===== config.mk =====
export PLATFORM = sky130hd
export DESIGN_NAME = axmul_wb_sweeper
export DESIGN_NICKNAME = d
export VERILOG_FILES = /design/src/rtl/axmul_wb_sweeper_pkg.sv /design/src/rtl/axmul_err_acc.sv /design/src/rtl/axmul_wb_sweeper.sv
export SDC_FILE = /design/constraint.sdc
export NUM_CORES = 1
export LEC_CHECK = 0
export CORE_MARGIN = 8
export CORE_UTILIZATION = 30
export CTS_CLUSTER_SIZE = 20
export DETAILED_ROUTE_END_ITERATION = 10
export GPL_TIMING_DRIVEN = 0
export PLACE_DENSITY_LB_ADDON = 0.08
export SKIP_LAST_GASP = 1
export SYNTH_ARGS = -nofsm -noshare
export SYNTH_HDL_FRONTEND = slang
export SYNTH_SLANG_ARGS = --single-unit

===== constraint.sdc =====
create_clock -name wb_clk_i -period 15 [get_ports wb_clk_i]
set_clock_uncertainty 0.15 [all_clocks]
set_input_delay 4.5 -clock wb_clk_i [delete_from_list [all_inputs] [get_ports wb_clk_i]]
set_output_delay 4.5 -clock wb_clk_i [all_outputs]
set_load 0.02 [all_outputs]

===== src/rtl/axmul_wb_sweeper_pkg.sv =====
// Shared types and constants for the approximate-multiplier Wishbone sweeper.
// Holds the FSM state encoding, the responder register offsets and the statistic widths.
package axmul_wb_sweeper_pkg;

    typedef enum logic [2:0] {
        ST_IDLE,
        ST_WR,
        ST_RD,
        ST_CHK,
        ST_DONE,
        ST_ERR
    } state_t;

    localparam logic [31:0] OPND_OFS = 32'd0;
    localparam logic [31:0] PROD_OFS = 32'd4;

    localparam int CNT_W = 17;
    localparam int SUM_W = 32;
    localparam int ERR_W = 16;

    function automatic logic [ERR_W-1:0] abs_diff(input logic [ERR_W-1:0] x,
                                                  input logic [ERR_W-1:0] y);
        return (x >= y) ? (x - y) : (y - x);
    endfunction

endpackage


===== src/rtl/axmul_err_acc.sv =====
// Error statistics for one checked pair: |a*b - returned|, mismatch count, sum and max.
// Updates on the single CHK cycle; clr wipes everything when a new sweep begins.
module axmul_err_acc
    import axmul_wb_sweeper_pkg::*;
(
    input  logic             clk,
    input  logic             rst_n,
    input  logic             i_clr,
    input  logic             i_chk,
    input  logic [7:0]       i_a,
    input  logic [7:0]       i_b,
    input  logic [15:0]      i_prod,
    output logic [CNT_W-1:0] o_mismatch_cnt,
    output logic [SUM_W-1:0] o_err_sum,
    output logic [ERR_W-1:0] o_err_max
);

    logic [15:0]      w_exact;
    logic [ERR_W-1:0] w_diff;

    assign w_exact = {8'd0, i_a} * {8'd0, i_b};
    assign w_diff  = abs_diff(w_exact, i_prod);

    // Sum cannot wrap: 65536 pairs of at most 65535 each still fit in 32 bits.
    always_ff @(posedge clk or negedge rst_n) begin
        if (!rst_n) begin
            o_mismatch_cnt <= '0;
            o_err_sum      <= '0;
            o_err_max      <= '0;
        end else if (i_clr) begin
            o_mismatch_cnt <= '0;
            o_err_sum      <= '0;
            o_err_max      <= '0;
        end else if (i_chk) begin
            if (w_diff != '0) begin
                o_mismatch_cnt <= o_mismatch_cnt + CNT_W'(1);
            end
            o_err_sum <= o_err_sum + SUM_W'(w_diff);
            if (w_diff > o_err_max) begin
                o_err_max <= w_diff;
            end
        end
    end

endmodule


===== src/rtl/axmul_wb_sweeper.sv =====
// Sweeps every (a,b) operand pair through a Wishbone multiplier responder and accumulates error stats.
// Per pair: write, one idle gap, read, CHK, one re-arm cycle plus responder waits; a missing ack times out to ERR.
module axmul_wb_sweeper
    import axmul_wb_sweeper_pkg::*;
#(
    parameter logic [7:0] A_LAST  = 8'd255,
    parameter logic [7:0] B_LAST  = 8'd255,
    parameter int         TIMEOUT = 255
) (
    input  logic             wb_clk_i,
    input  logic             wb_rst_ni,
    input  logic             start_i,
    input  logic [31:0]      base_adr_i,
    output logic             wbm_cyc_o,
    output logic             wbm_stb_o,
    output logic             wbm_we_o,
    output logic [3:0]       wbm_sel_o,
    output logic [31:0]      wbm_adr_o,
    output logic [31:0]      wbm_dat_o,
    input  logic [31:0]      wbm_dat_i,
    input  logic             wbm_ack_i,
    output logic             busy_o,
    output logic             done_o,
    output logic             err_o,
    output logic [CNT_W-1:0] mismatch_cnt_o,
    output logic [SUM_W-1:0] err_sum_o,
    output logic [ERR_W-1:0] err_max_o
);

    state_t      r_state;
    state_t      w_state_nxt;
    logic        r_gap;
    logic [31:0] r_wait;
    logic [7:0]  r_a;
    logic [7:0]  r_b;
    logic [15:0] r_prod;

    logic w_stb_act;
    logic w_ack;
    logic w_tmo;
    logic w_start;
    logic w_chk;
    logic w_unused_dat;

    assign w_stb_act    = ((r_state == ST_WR) || (r_state == ST_RD)) && !r_gap;
    assign w_ack        = w_stb_act && wbm_ack_i;
    // An ack on the expiry cycle wins over the timeout.
    assign w_tmo        = w_stb_act && !wbm_ack_i && (r_wait == 32'(TIMEOUT - 1));
    assign w_start      = start_i && ((r_state == ST_IDLE) || (r_state == ST_DONE) || (r_state == ST_ERR));
    assign w_chk        = (r_state == ST_CHK);
    assign w_unused_dat = ^wbm_dat_i[31:16];
    assign wbm_sel_o    = 4'hF;

    always_comb begin
        w_state_nxt = r_state;
        wbm_cyc_o   = 1'b0;
        wbm_stb_o   = 1'b0;
        wbm_we_o    = 1'b0;
        wbm_adr_o   = 32'd0;
        wbm_dat_o   = 32'd0;
        busy_o      = 1'b0;
        done_o      = 1'b0;
        err_o       = 1'b0;
        case (r_state)
            ST_IDLE: begin
                if (start_i) w_state_nxt = ST_WR;
            end
            ST_WR: begin
                busy_o    = 1'b1;
                wbm_cyc_o = !r_gap;
                wbm_stb_o = !r_gap;
                wbm_we_o  = !r_gap;
                wbm_adr_o = base_adr_i + OPND_OFS;
                wbm_dat_o = {16'd0, r_a, r_b};
                if (w_ack)      w_state_nxt = ST_RD;
                else if (w_tmo) w_state_nxt = ST_ERR;
            end
            ST_RD: begin
                busy_o    = 1'b1;
                wbm_cyc_o = !r_gap;
                wbm_stb_o = !r_gap;
                wbm_adr_o = base_adr_i + PROD_OFS;
                if (w_ack)      w_state_nxt = ST_CHK;
                else if (w_tmo) w_state_nxt = ST_ERR;
            end
            ST_CHK: begin
                busy_o = 1'b1;
                if ((r_b < B_LAST) || (r_a < A_LAST)) w_state_nxt = ST_WR;
                else                                  w_state_nxt = ST_DONE;
            end
            ST_DONE: begin
                done_o = 1'b1;
                if (start_i) w_state_nxt = ST_WR;
            end
            ST_ERR: begin
                err_o = 1'b1;
                if (start_i) w_state_nxt = ST_WR;
            end
            default: w_state_nxt = ST_IDLE;
        endcase
    end

    // Every WR/RD entry starts with one cycle of cyc low: the idle gap or the re-arm.
    always_ff @(posedge wb_clk_i or negedge wb_rst_ni) begin
        if (!wb_rst_ni) begin
            r_state <= ST_IDLE;
            r_gap   <= 1'b0;
            r_wait  <= 32'd0;
            r_a     <= 8'd0;
            r_b     <= 8'd0;
            r_prod  <= 16'd0;
        end else begin
            r_state <= w_state_nxt;
            r_gap   <= ((w_state_nxt == ST_WR) || (w_state_nxt == ST_RD)) && (w_state_nxt != r_state);
            r_wait  <= w_stb_act ? (r_wait + 32'd1) : 32'd0;
            if (w_ack && (r_state == ST_RD)) begin
                r_prod <= wbm_dat_i[15:0];
            end
            if (w_start) begin
                r_a <= 8'd0;
                r_b <= 8'd0;
            end else if (w_chk) begin
                if (r_b < B_LAST) begin
                    r_b <= r_b + 8'd1;
                end else if (r_a < A_LAST) begin
                    r_b <= 8'd0;
                    r_a <= r_a + 8'd1;
                end
            end
        end
    end

    axmul_err_acc u_err_acc (
        .clk            (wb_clk_i),
        .rst_n          (wb_rst_ni),
        .i_clr          (w_start),
        .i_chk          (w_chk),
        .i_a            (r_a),
        .i_b            (r_b),
        .i_prod         (r_prod),
        .o_mismatch_cnt (mismatch_cnt_o),
        .o_err_sum      (err_sum_o),
        .o_err_max      (err_max_o)
    );

endmodule


### After elaboration in Yosys (flattened, before gate mapping)

Index checks and enable logic that the tools add are counted.
W data, S select, Z words.

* logic and storage cells: 91
* memories kept: 0
* latch bits: 0
* flip-flop bits (word level): 133
* bits in writable memories: 0
* output and inout port bits: 139
* memory bits (read-only): 0

* multiply operators: 1
* shift-type cells: 0
* magnitude comparators: 4
* multiplexer cells: 31
* add/subtract/negate cells: 8
* equality and inequality tests: 10
* div/mod/pow operators: 0
* bitwise gates (word level): 0
* reduce and logical (&&, ||, !) cells: 28

Operators by type and width (number)
* $mux W32: 3
* $mux W16: 5
* $mux W8: 8
* $pmux W32 S2: 1
* $mux W17: 3
* $add A32 B1 Y32 const B: 1
* $add A32 B16 Y32: 1
* $add A32 B3 Y32 const B: 1
* $eq A32 B8 Y1 const B: 1
* $sub A16 B16 Y16: 2
* $add A17 B1 Y17 const B: 1
* $add A8 B1 Y8 const B: 2
* $ge A16 B16 Y1: 1
* $gt A16 B16 Y1: 1
* $lt A8 B8 Y1 const B: 2
* $mul A8 B8 Y16: 1
* $reduce_bool A16 Y1: 1
* $mux W3: 5
* $pmux W3 S4: 1
* $eq A3 B2 Y1 const B: 3
* $reduce_bool A2 Y1: 4
* $logic_and A1 B1 Y1: 7
* $eq A3 B1 Y1 const B: 2
* $eq A3 B3 Y1 const B: 2
* other kinds (11): 23

### Longest topological paths before layout

* depth after elaboration: 11
* mapped depth: 40

### By module

A second synthesis with hierarchy kept.

* cell total of the unflattened synthesis: 1499
* area total of the unflattened synthesis: 12722.2 sq um

By module, submodules not included
* axmul_err_acc: times used 1, cells each 966, area each 8144.1 sq um, seq. area each 1626.6 sq um
* axmul_wb_sweeper: times used 1, cells each 533, area each 4578.1 sq um, seq. area each 1701.6 sq um

### Worst setup path after synthesis

No wires, ideal clock.

* kind: input port to output port
* from: input base_adr_i[2]
* to: output wbm_adr_o[31]
* arrival: 6.855 ns
* setup slack: 3.495 ns
* buffers on the path: 0
* stages: 10
* cells stage by stage: nand3_1 -> nor4_1 -> nand3_1 -> nor3_1 -> and3_1 -> and3_1 -> and3_1 -> nand3_1 -> xor2_1 -> o21ai_0

* longest elaborated chain between the ends: 2

RTL lines
* from (decl): RTL line axmul_wb_sweeper.sv:13 `input logic [31:0] base_adr_i,`
* $add A32 B3 Y32: RTL line axmul_wb_sweeper.sv:82 `wbm_adr_o = base_adr_i + PROD_OFS;`
* $pmux W32 S2: RTL line axmul_wb_sweeper.sv:64 `case (r_state)`
* to (decl): RTL line axmul_wb_sweeper.sv:18 `output logic [31:0] wbm_adr_o,`

Every way passes these cells.

### Final worst setup path

Ends and elaborated chain as after synthesis.

==> impl_metrics.env <==
export IMPL_drc=0
export IMPL_synthFlopType="dfrtp_1"
export IMPL_grt_max_degree=79
export IMPL_via_count=10960
export IMPL_arrival_ns=8.31
export IMPL_ant_nets=0
export IMPL_fin_hold_ws_ns=0.3722
export IMPL_worstPathRequired_ns=10.35
export IMPL_crit_type="in -> out"
export IMPL_grt_pass1_vias=10720
export IMPL_crit_buf_inv=2
export IMPL_firstDrtPassIters=4
export IMPL_cts_tree="built"
export IMPL_worst_slew_pin_slew_ns=1.065
export IMPL_drive_gt1_share_pct=4.947
export IMPL_wl_per_cell_um=17.87
export IMPL_power_leakage_nw=6.809
export IMPL_fillers=4166
export IMPL_status="complete, no violations"
export IMPL_start_kind="input port"
export IMPL_postCtsResizedCells=0
export IMPL_finalHoldViolations=0
export IMPL_final_max_slew_viol_count=0
export IMPL_crit_fanout=5
export IMPL_nNetsFinal=1901
export IMPL_p_per_area_mw_per_mm2=166.6
export IMPL_die_area_mm2=0.04733
export IMPL_final_cell_count_no_fill=2230
export IMPL_grt_pass1_wl_um=62960
export IMPL_peakVddDrop_v=0.0001085
export IMPL_met1_usage_pct=23.27
export IMPL_post_synth_instance_area_mm2=0.01219
export IMPL_cts_made_buffers=17
export IMPL_die_h_um=217.6
export IMPL_ys_ff_latch=133
export IMPL_clkSlewWorstSetupHoldPaths_ns=0.06
export IMPL_cts_root_buffer="clkbuf_16"
export IMPL_routabilityCongestion=0.8464
export IMPL_layout_min_cycle_time_ns=12.96
export IMPL_slowest_stage="nor4_1"
export IMPL_yosys_warnings=0
export IMPL_rrSetupSlack_ns=4.68
export IMPL_post_place_cells=2198
export IMPL_grt_overflow_total=0
export IMPL_finalPower_mw=2.544
export IMPL_wl_um=39840
export IMPL_maxCapViolCount=0
export IMPL_synth_cell_type_count=71
export IMPL_rsz0062_at_grt="false"
export IMPL_finalCritPeriodShare_pct=86.37
export IMPL_seq_area_frac_synth_pct=27.31
export IMPL_dr_first_iter_drc_count=594
export IMPL_dieWidth_um=217.6
export IMPL_pin_count=207
export IMPL_cp_slowest_stage_delay_ns=0.78
export IMPL_post_route_util_pct=37.75
export IMPL_relSlewSlack_pct=28.46
export IMPL_crit_chain="clkdlybuf4s50_1, nand3_1, nor4_1, nand3_1, nor3_1, and3_1, and3_1, and3_1, nand3_1, xor2_1, o21ai_0, clkdlybuf4s50_1"
export IMPL_design_area_mm2=0.01527
export IMPL_htree_levels=4
export IMPL_hold_path_class="reg -> reg"
export IMPL_antenna_found_initial=0
export IMPL_place_hpwl_um=30870
export IMPL_use_met2_pct=26.90
export IMPL_antennaDiodeCount=0
export IMPL_area_delta_synth_final_pct=25.32
export IMPL_clock_path_buffers=2
export IMPL_portBuffers=170
export IMPL_globalRouteMet3Util_pct=3.315
export IMPL_start_util_pct=30.12
export IMPL_postCtsSetupBuffers=0
export IMPL_place_ws_ns=2.068
export IMPL_cts_sinks=133
export IMPL_avgViaCountPerCell=4.917
export IMPL_syn_area_per_cell_um2=8.251
export IMPL_coreArea_mm2=0.04046
export IMPL_fmax_ghz=0.07718
export IMPL_std_cell_rows=74
export IMPL_fin_tns_setup_ns=0
export IMPL_synth_edf_count=0
export IMPL_cp_end_kind="output port"
export IMPL_cp_top_family="simple AND/OR/NAND/NOR gates"
export IMPL_cts_hold_buf=0
export IMPL_grt_usage_pct=16.78
export IMPL_setup_viol=0
export IMPL_placed_cell_area_mm2=0.01465
export IMPL_setup_ws_ns=2.044
export IMPL_syn_inst=1477
export IMPL_clkLatencyLatePin_ns=0.45
export IMPL_async_flop_share_pct=100.0
export IMPL_grt_busiest_layer="met2"
-- synth_stat cells (all sizes together), types with 39 or more instances --
master | count | share of area, %
a21oi | 63 | 2.6
fa | 39 | 6.4
nand3 | 55 | 2.3
nor2 | 128 | 4.0
clkbuf | 53 | 1.6
inv | 128 | 3.9
dfrtp | 133 | 27
o21ai | 107 | 4.4
nand2 | 156 | 4.8
ha | 109 | 11
and2 | 74 | 3.8
xor2 | 49 | 3.5
-- worst min-delay path, stage by stage, from the launching register on --
cell     delay, ns
dfrtp_1       0.38
nand2_1       0.05
o21ai_0       0.06
-- worst paths after layout --
kind	from	end	cells after the start
hold / removal	u_err_acc.o_err_sum[6]$_DFFE_PN0P_	u_err_acc.o_err_sum[6]$_DFFE_PN0P_	2
hold reg to reg	u_err_acc.o_err_sum[6]$_DFFE_PN0P_	u_err_acc.o_err_sum[6]$_DFFE_PN0P_	2
max in group asynchronous	wb_rst_ni	r_a[7]$_DFFE_PN0P_	2
setup reg to reg	r_a[0]$_DFFE_PN0P_	u_err_acc.o_err_sum[31]$_DFFE_PN0P_	37
min in group asynchronous	wb_rst_ni	u_err_acc.o_err_sum[14]$_DFFE_PN0P_	1
setup / recovery	base_adr_i[2]	wbm_adr_o[31]	12
-- state kept, by name, summed over array words and instances, names as in the netlist --
signal                    flops
r_a                           8
u_err_acc.o_err_max          16
r_wait                       32
u_err_acc.o_mismatch_cnt     17
r_b                           8
r_gap                         1
r_state                       3
r_prod                       16
u_err_acc.o_err_sum          32
-- cells in the final DEF (no fill, tap or decap), drive strengths merged, types with 6 or more instances in the layout --
master and n:
a211oi 9, a21o 21, a21oi 63, a22o 7, a31oi 10, a32oi 16, and2 74, and3 31
buf 37, clkbuf 70, clkdlybuf4s50 169, clkinv 6, conb 20, dfrtp 133, fa 39, ha 109
inv 133, mux2i 29, nand2 156, nand2b 11, nand3 55, nand4 19, nor2 128, nor2b 15
nor3 22, nor4 8, nor4b 14, o211ai 9, o21a 6, o21ai 107, o21bai 6, o31ai 18
or3 13, xnor2 38, xor2 49
-- kinds of logic (layout without fill, tap and decap cells) --
kind of cell             count (synthesis)  after routing  share of synthesized area (%)
XOR/XNOR                                87             87                          6.253
AO/OA/AOI/OAI                          301            301                          15.98
AND/OR/NAND/NOR                        561            561                          22.84
multiplexers                            29             29                          2.382
adder cells (fa/ha/maj)                148            148                          17.60
flip-flops                             133            133                          27.31
other                                    2             20                        0.06162
buffers and inverters                  216            419                          7.577
-- report_power, final --
group | internal (mW) | switching, mW | leakage (nW)
Sequential | 0.425 | 0.0557 | 1.79
Clock | 0.266 | 0.191 | 0.303
Combinational | 0.606 | 1.00 | 4.72
-- final cells by class --
cell class	count	area, um^2	share of cell area, %
multi-input combinational	1146	8003	52.40
buffer	88	442.9	2.900
clock buffer	17	425.4	2.786
timing repair buffer	171	1730	11.33
tap	532	665.6	4.359
clock inverter	15	196.4	1.286
inverter	128	480.5	3.146
sequential	133	3328	21.79
-- per-layer routing --
metal / routed length [um] / share of wire (%)
met3: 1886 / 4.7
met5: 0 / 0
met1: 19500 / 49
met2: 18020 / 45
met4: 430 / 1.1
No activity file was read; power rests on OpenSTA's default activity.
